`config.mk`:
```
export PLATFORM = sky130hd
export DESIGN_NAME = bcd_mmss_counter
export DESIGN_NICKNAME = d
export VERILOG_FILES = /design/src/rtl/bcd_mmss_counter.sv
export SDC_FILE = /design/constraint.sdc
export NUM_CORES = 1
export LEC_CHECK = 0
export CORE_MARGIN = 2
export CORE_UTILIZATION = 40
export DETAILED_ROUTE_END_ITERATION = 12
export GPL_TIMING_DRIVEN = 0
export HOLD_SLACK_MARGIN = 0.06
export SLEW_MARGIN = 20
export SYNTH_ARGS = -nofsm -noshare
export SYNTH_HDL_FRONTEND = slang
export SYNTH_SLANG_ARGS = --single-unit
```
`constraint.sdc`:
```
create_clock -name clk -period 2.2 [get_ports clk]
set_input_delay 0.55 -clock clk [delete_from_list [all_inputs] [get_ports clk]]
set_output_delay 0.55 -clock clk [all_outputs]
set_load 0.05 [all_outputs]
```
`src/rtl/bcd_mmss_counter.sv`:
```
// Minutes:seconds BCD timekeeper for the multiplexed 7-segment display.
// A prescaler turns clk into a once-per-second advance, and a BCD cascade counts 00:00..59:59.
module bcd_mmss_counter #(
    parameter int TICK_DIV = 50000000,
    parameter int CNT_W    = 26
) (
    input  logic        clk,
    input  logic        RESET,
    input  logic        run,
    input  logic        clear,
    input  logic        min_inc,
    output logic [15:0] digits,
    output logic        sec_tick,
    output logic        hour_carry,
    output logic        colon_blink
);

    localparam logic [CNT_W-1:0] CNT_LAST = CNT_W'(TICK_DIV - 1);
    localparam logic [CNT_W-1:0] CNT_HALF = CNT_W'(TICK_DIV / 2);

    logic [CNT_W-1:0] cnt_q, cnt_d;
    logic [3:0]       sec_ones_q, sec_ones_d;
    logic [3:0]       sec_tens_q, sec_tens_d;
    logic [3:0]       min_ones_q, min_ones_d;
    logic [3:0]       min_tens_q, min_tens_d;
    logic             sec_tick_q, sec_tick_d;
    logic             hour_carry_q, hour_carry_d;

    logic             adv;
    logic             sec_carry;
    logic [7:0]       min_after_tick;
    logic [7:0]       min_after_inc;

    // One-minute BCD step on {tens, ones}; 59 wraps to 00.
    function automatic logic [7:0] min_step(input logic [3:0] tens, input logic [3:0] ones);
        logic [7:0] r;
        if (ones == 4'd9) begin
            if (tens == 4'd5) r = 8'h00;
            else              r = {tens + 4'd1, 4'd0};
        end else begin
            r = {tens, ones + 4'd1};
        end
        return r;
    endfunction

    always_comb begin
        cnt_d          = cnt_q;
        sec_ones_d     = sec_ones_q;
        sec_tens_d     = sec_tens_q;
        adv            = 1'b0;
        sec_carry      = 1'b0;

        if (run) begin
            if (cnt_q == CNT_LAST) begin
                cnt_d = '0;
                adv   = 1'b1;
            end else begin
                cnt_d = cnt_q + 1'b1;
            end
        end

        if (adv) begin
            if (sec_ones_q == 4'd9) begin
                sec_ones_d = 4'd0;
                if (sec_tens_q == 4'd5) begin
                    sec_tens_d = 4'd0;
                    sec_carry  = 1'b1;
                end else begin
                    sec_tens_d = sec_tens_q + 4'd1;
                end
            end else begin
                sec_ones_d = sec_ones_q + 4'd1;
            end
        end

        // Tick carry is applied before min_inc so only a tick-driven 59->00 wrap flags hour_carry.
        min_after_tick = sec_carry ? min_step(min_tens_q, min_ones_q) : {min_tens_q, min_ones_q};
        min_after_inc  = min_inc ? min_step(min_after_tick[7:4], min_after_tick[3:0]) : min_after_tick;
        min_tens_d     = min_after_inc[7:4];
        min_ones_d     = min_after_inc[3:0];
        sec_tick_d     = adv;
        hour_carry_d   = sec_carry && (min_tens_q == 4'd5) && (min_ones_q == 4'd9);

        if (clear) begin
            cnt_d        = '0;
            sec_ones_d   = 4'd0;
            sec_tens_d   = 4'd0;
            min_ones_d   = 4'd0;
            min_tens_d   = 4'd0;
            sec_tick_d   = 1'b0;
            hour_carry_d = 1'b0;
        end
    end

    always_ff @(posedge clk) begin
        if (RESET) begin
            cnt_q        <= '0;
            sec_ones_q   <= 4'd0;
            sec_tens_q   <= 4'd0;
            min_ones_q   <= 4'd0;
            min_tens_q   <= 4'd0;
            sec_tick_q   <= 1'b0;
            hour_carry_q <= 1'b0;
        end else begin
            cnt_q        <= cnt_d;
            sec_ones_q   <= sec_ones_d;
            sec_tens_q   <= sec_tens_d;
            min_ones_q   <= min_ones_d;
            min_tens_q   <= min_tens_d;
            sec_tick_q   <= sec_tick_d;
            hour_carry_q <= hour_carry_d;
        end
    end

    assign digits      = {min_tens_q, min_ones_q, sec_tens_q, sec_ones_q};
    assign sec_tick    = sec_tick_q;
    assign hour_carry  = hour_carry_q;
    assign colon_blink = (cnt_q < CNT_HALF);

endmodule

```
==> results_dict.tcl, run 1 <==
set metrics [dict create \
    antenna_left 0 \
    fin_hold_ws_ns 0.511 \
    critical_path_class "reg2out" \
    grt_overflow 0 \
    synth_area_per_cell_um2 8.49 \
    cap_viol_max_count 0 \
    drive_gt1_frac 0.185 \
    die_w_um 78.7 \
    ys_async_sr_fraction 0 \
    cts_buffers 5 \
    routabilityCongestion 0.765 \
    synthToLayoutAreaGrowth_pct 29.8 \
    layout.nets 313 \
    worstPathMaxFanout 2 \
    slowest_stage "or4_4" \
    setup_violations 7 \
    synthTopCellsByArea "dfxtp_1 39%, xnor2_1 7.5%, nor2_1 7.4%" \
    viasPerCell 5.16 \
    cts_tree "done" \
    regToRegSetupSlack_ns -0.08 \
    cp.required_ns 1.65 \
    slew_headroom 0.663 \
    power_density_nw_per_um2 531 \
    postPlaceCellArea_um2 2560 \
    synth_commonest_cells "44 x dfxtp_1, 44 x nor2_1, 19 x xnor2_1, 18 x nand2_1, 12 x a21oi_1" \
    grt_pass1_vias 1819 \
    fin_util 0.533 \
    hpwl_um 3270 \
    yosysTopAreaCell "dfxtp_1" \
    synth_edf_count 0 \
    slew_violations 0 \
    io_buffer_count 23 \
    place_inst 358 \
    drt-pass1-iter-count 4 \
    ys_ff_latch 44 \
    clock_latency_ns 0.30 \
    min_path_type "reg2reg" \
    synth_area_um2 2230 \
    finalCritPeriodShare 1.08 \
    wl_per_cell_um 12.7 \
    hold_path_depth 2 \
    syn_nets 269 \
    status "finished, violations left" \
    hold_violations 0 \
    dr.first_iter.drc_count 54 \
    die_h_um 78.7 \
    synthCells 263 \
    peakVddDrop_uv 352 \
    crit_arrival_ns 1.82 \
    grtUsageTotal 0.161 \
    grt_first_pass_wirelength_um 8170 \
    leakagePower_nw 0.950 \
    fmax_mhz 422 \
    synth_top_area_frac 0.394 \
    cts_sinks 44 \
    dr_total_vias 1961 \
    violations "setup timing" \
    tightest_slew_ns 0.504 \
    clockRootBuffer "clkbuf_8" \
    crit_path_start_kind "register" \
    synthFlopType "dfxtp_1" \
    cts_buffer_depth 2 \
    worst_slack_ns -0.169 \
    drc_errors 0 \
    initial_core_util 0.411 \
    fin_cells 380 \
    clkTransAtPathRegs_ns 0.08 \
    ys_seq_area_frac 0.394 \
    io_pins 24 \
    cpPeakStageDelay_ns 0.54 \
    period_needed_ns 2.37 \
    core_um2 5440 \
    antenna_found_initial 0 \
    yosysUniqueCellTypes 46 \
    crit_path_end_kind "primary output" \
    finalWirelength_um 4820 \
    grt_max_degree 14 \
    total_power_w 0.00154 \
    fp-row-count 27 \
    antenna_cells 0 \
    rsz0062_at_grt "yes" \
    dieArea_um2 6200 \
    rr_worst_depth 9 \
    ys_warn_count 0 \
    finalInstanceArea_um2 2900 \
    crit_chain "or4_4 -> nor2_2 -> o21bai_1 -> a21oi_1 -> o21a_1 -> buf_6" \
    fin_skew_ns 0.00955 \
    htree_levels 2 \
]
==> sequential cells by signal, indices dropped and copies added, names as in the netlist <==
name and count:
min_ones_q 4, sec_tick 1, cnt_q 26, min_tens_q 4
hour_carry 1, sec_ones_q 4, sec_tens_q 4
==> cell usage in the layout, fill, tap and decap left out, types with 3 or more instances in the layout <==
cell             Yosys  final
nand3_1             11      8
o21ai_0              3      3
clkbuf_1             9      7
inv_1                9      9
xor2_1              11     11
nor3_1               7      6
and3_1               4      4
clkbuf_8             0      7
or4_4                1      3
or2_2                3      3
xnor2_1             19     19
clkdlybuf4s50_1      0     19
o211ai_1             3      3
and4_1               3      3
nor2b_1              4      4
nand4_1              9      9
nand2_1             18     16
buf_6                0      6
nor4_1               9      9
dfxtp_2              0      8
buf_4                0     11
o31ai_1              4      3
a21oi_1             12     10
nor2_1              44     43
nand4b_1             3      3
dfxtp_1             44     36
nand3_2              0      3
==> stage by stage <==
stage / setup slack [ns] / TNS, ns
final: -0.169 / -0.463
after global routing: -0.227 / -1.23
after CTS: -0.145 / -0.145
after detailed placement: -0.663 / -21.50
after global placement: -0.651 / -21.56
after floorplan: 0.00418 / 0
==> kinds of logic after synthesis <==
logic type / share of synthesized area
AOI/OAI and AO/OA: 0.111
and+or+nand+nor: 0.329
DFF: 0.394
xor gates and xnor gates: 0.118
muxes: 0.00896
adders and majority gates: 0.00560
buffers and inverters: 0.0325
==> power breakdown <==
group | switching (W) | internal, W | total, W
combinational | 0.0000363 | 0.0000259 | 0.0000621
sequential | 0.00000408 | 0.000798 | 0.000802
clock | 0.000274 | 0.000401 | 0.000675
total | 0.000315 | 0.00122 | 0.00154
==> worst paths after layout <==
check,startpoint,endpoint
max,cnt_q[10]$_SDFFE_PP0P_,colon_blink
min,min_tens_q[3]$_SDFF_PP0_,min_tens_q[3]$_SDFF_PP0_
max reg2reg,cnt_q[10]$_SDFFE_PP0P_,sec_tens_q[1]$_SDFFE_PP0P_
min reg2reg,min_tens_q[3]$_SDFF_PP0_,min_tens_q[3]$_SDFF_PP0_
==> per-layer routing <==
layer  GRT usage  part of all wire
met4      0.0596             0.016
met5           0                 0
met3      0.0420             0.043
met2       0.267              0.46
met1       0.202              0.48
==> worst max-delay path, delay by kind of cell, from the launching register on <==
kind,cells,cell delay (ns)
AND/OR/NAND/NOR,2,0.68
AO/OA/AOI/OAI,3,0.36
flip-flops,1,0.33
buffers and inverters,1,0.16
==> layout make-up <==
| cell class | instances | area, um2 |
|---|---|---|
| sequential | 44 | 891 |
| clock buffer | 7 | 96.3 |
| multi-input combinational | 200 | 1350 |
| clock inverter | 1 | 30.0 |
| fill | 518 | 2540 |
| inverter | 9 | 33.8 |
| timing repair buffer | 37 | 352 |
| tap | 72 | 90.1 |
| buffer | 10 | 52.6 |
==> repair_timing <==
item | 4_1_cts | 5_1_grt
resized for setup | 22 | 21
buffers inserted | 8 | 6
hold buffers | 0 | 0
setup endpoints to repair | 38 | 21
pin swaps | 8 | 15
(Power assumes the default switching activity.)
==> run 2, diff against run 1 <==
--- a/config.mk
+++ b/config.mk
@@ -10,7 +10,7 @@
 export DETAILED_ROUTE_END_ITERATION = 12
 export GPL_TIMING_DRIVEN = 0
 export HOLD_SLACK_MARGIN = 0.06
-export SLEW_MARGIN = 20
+export SLEW_MARGIN = 25
 export SYNTH_ARGS = -nofsm -noshare
 export SYNTH_HDL_FRONTEND = slang
 export SYNTH_SLANG_ARGS = --single-unit
==> results of run 2 <==
No change in the layout: final DEF, timing and power equal those of run 1.
==> run 3, diff against run 2 <==
--- a/config.mk
+++ b/config.mk
@@ -10,6 +10,7 @@
 export DETAILED_ROUTE_END_ITERATION = 12
 export GPL_TIMING_DRIVEN = 0
 export HOLD_SLACK_MARGIN = 0.06
+export PLACE_DENSITY_LB_ADDON = 0.1
 export SLEW_MARGIN = 25
 export SYNTH_ARGS = -nofsm -noshare
 export SYNTH_HDL_FRONTEND = slang
==> results_dict.tcl, run 3 (synthesis results as in run 1) <==
set metrics [dict create \
    status "finished, violations left" \
    violations "setup timing" \
    layout.nets 309 \
    cp.required_ns 1.65 \
    drc_errors 0 \
    die_w_um 78.7 \
    period_needed_ns 2.32 \
    pwr-share-clk 0.382 \
    worst_slack_ns -0.121 \
    crit_path_start_kind "register" \
    final_common_cell "nor2_1" \
    fp-row-count 27 \
    p_sw_w 0.000316 \
    clock_latency_ns 0.30 \
    dr_total_vias 1960 \
    combPwrFrac 0.043 \
    finalCritPeriodShare 1.05 \
    internal_power_w 0.00108 \
    fmax_mhz 431 \
    finalInstanceArea_um2 2810 \
    routabilityCongestion 0.778 \
    cts_sinks 44 \
    cts_buffers 5 \
    grtUsageTotal 0.169 \
    crit_arrival_ns 1.77 \
    grt_max_degree 13 \
    antenna_cells 0 \
    core_um2 5440 \
    peakVddDrop_uv 260 \
    initial_core_util 0.411 \
    slew_violations 0 \
    cts_tree "done" \
    die_h_um 78.7 \
    drive_gt1_frac 0.158 \
    finalWirelength_um 4850 \
    top_register "cnt_q" \
    fin_hold_ws_ns 0.508 \
    drt-pass1-iter-count 4 \
    hold_violations 0 \
    slew_headroom 0.644 \
    dieArea_um2 6200 \
    clkTransAtPathRegs_ns 0.08 \
    crit_chain "or4_4 -> nor2_2 -> o21bai_1 -> a21oi_1 -> o21a_1 -> buf_6" \
    htree_levels 2 \
    critical_path_class "reg2out" \
    wl_per_cell_um 12.9 \
    finalSetupTns_ns -0.412 \
    grt_pass1_vias 1838 \
    postPlaceCellArea_um2 2560 \
    worstPathMaxFanout 3 \
    hpwl_um 3360 \
    min_path_type "reg2reg" \
    p_seq_frac 0.575 \
    dr.first_iter.drc_count 42 \
    cts_buffer_depth 2 \
    slowest_stage "or4_4" \
    crit_path_end_kind "primary output" \
    antenna_found_initial 0 \
    cpPeakStageDelay_ns 0.54 \
    switching_share 0.227 \
    grt_overflow 0 \
    rsz0062_at_grt "yes" \
    power_density_nw_per_um2 496 \
    clockRootBuffer "clkbuf_8" \
    setup_violations 6 \
    viasPerCell 5.21 \
    fillers 534 \
    tightest_slew_ns 0.534 \
    leakagePower_nw 0.930 \
    antenna_left 0 \
    fin_skew_ns 0.00430 \
    mostFrequentLayoutCells "43 x nor2_1, 38 x dfxtp_1, 19 x xnor2_1" \
    largest_reg_flops 26 \
    io_pins 24 \
    synthToLayoutAreaGrowth_pct 25.9 \
    cap_viol_max_count 0 \
    io_buffer_count 23 \
    grt_first_pass_wirelength_um 8290 \
]
[run 3: changes by cell type in the layout (fill, tap and decap cells not counted), sizes merged]
cell           delta
clkdlybuf4s50     -2
dlymetal6s2s      +2
bufinv            -1
buf               -5
clkbuf            +2
[run 3: area by class of cell]
class	count	area [um2]	share of cell area
well taps	72	90.1	0.0320
repair buffers	33	319	0.113
plain buffers	10	52.6	0.0187
inverters	9	33.8	0.0120
multi-input cells	200	1340	0.476
flip-flops and latches	44	888	0.316
clock buffers	8	90.1	0.0320
[run 3: power groups by stage]
stage	Clock [W]	Combinational, W	Sequential (W)
after CTS	0.000558	0.0000594	0.000802
after detailed placement	0	0.0000534	0.000821
after global routing	0.000588	0.0000676	0.000803
final	0.000533	0.0000605	0.000802
after floorplan	0	0.0000268	0.000825
after global placement	0	0.0000535	0.000821
[run 3: per-layer routing]
layer,track usage,vias to the layer above,share of wire
met3,0.0352,8,0.030
met1,0.209,915,0.49
met5,0,-,0
li1,-,1010,-
met2,0.279,27,0.46
met4,0.0877,0,0.018
[run 3: path summary, 6_finish.rpt]
kind	depth (start not counted)	slack (ns)	start	to
max reg2reg	7	-0.09	cnt_q[10]$_SDFFE_PP0P_	min_ones_q[2]$_SDFF_PP0_
max	6	-0.12	cnt_q[10]$_SDFFE_PP0P_	colon_blink
min	2	0.51	sec_tens_q[0]$_SDFFE_PP0P_	sec_tens_q[0]$_SDFFE_PP0P_
min reg2reg	2	0.51	sec_tens_q[0]$_SDFFE_PP0P_	sec_tens_q[0]$_SDFFE_PP0P_
[run 3: timing repair]
action,in CTS,in global routing
hold buffers,0,0
pin swaps,9,6
buffers inserted,10,0
resized for setup,20,18
setup endpoints to repair,38,34
[run 3: per-stage QoR]
step,total power [W],setup WS [ns],instances,utilization
after detailed placement,0.000874,-0.688,358,0.471
after floorplan,0.000851,0.00418,263,-
after CTS,0.00142,-0.146,376,0.506
after global routing,0.00146,-0.200,376,0.517
after global placement,0.000875,-0.670,358,0.471
final,0.00140,-0.121,376,0.517
[run 3: critical path, delay by kind of cell, from the launching register on]
kind                   cells  cell delay (ns)
AND/OR/NAND/NOR            2             0.64
flip-flops                 1             0.33
buffers and inverters      1             0.16
AO/OA/AOI/OAI              3             0.33
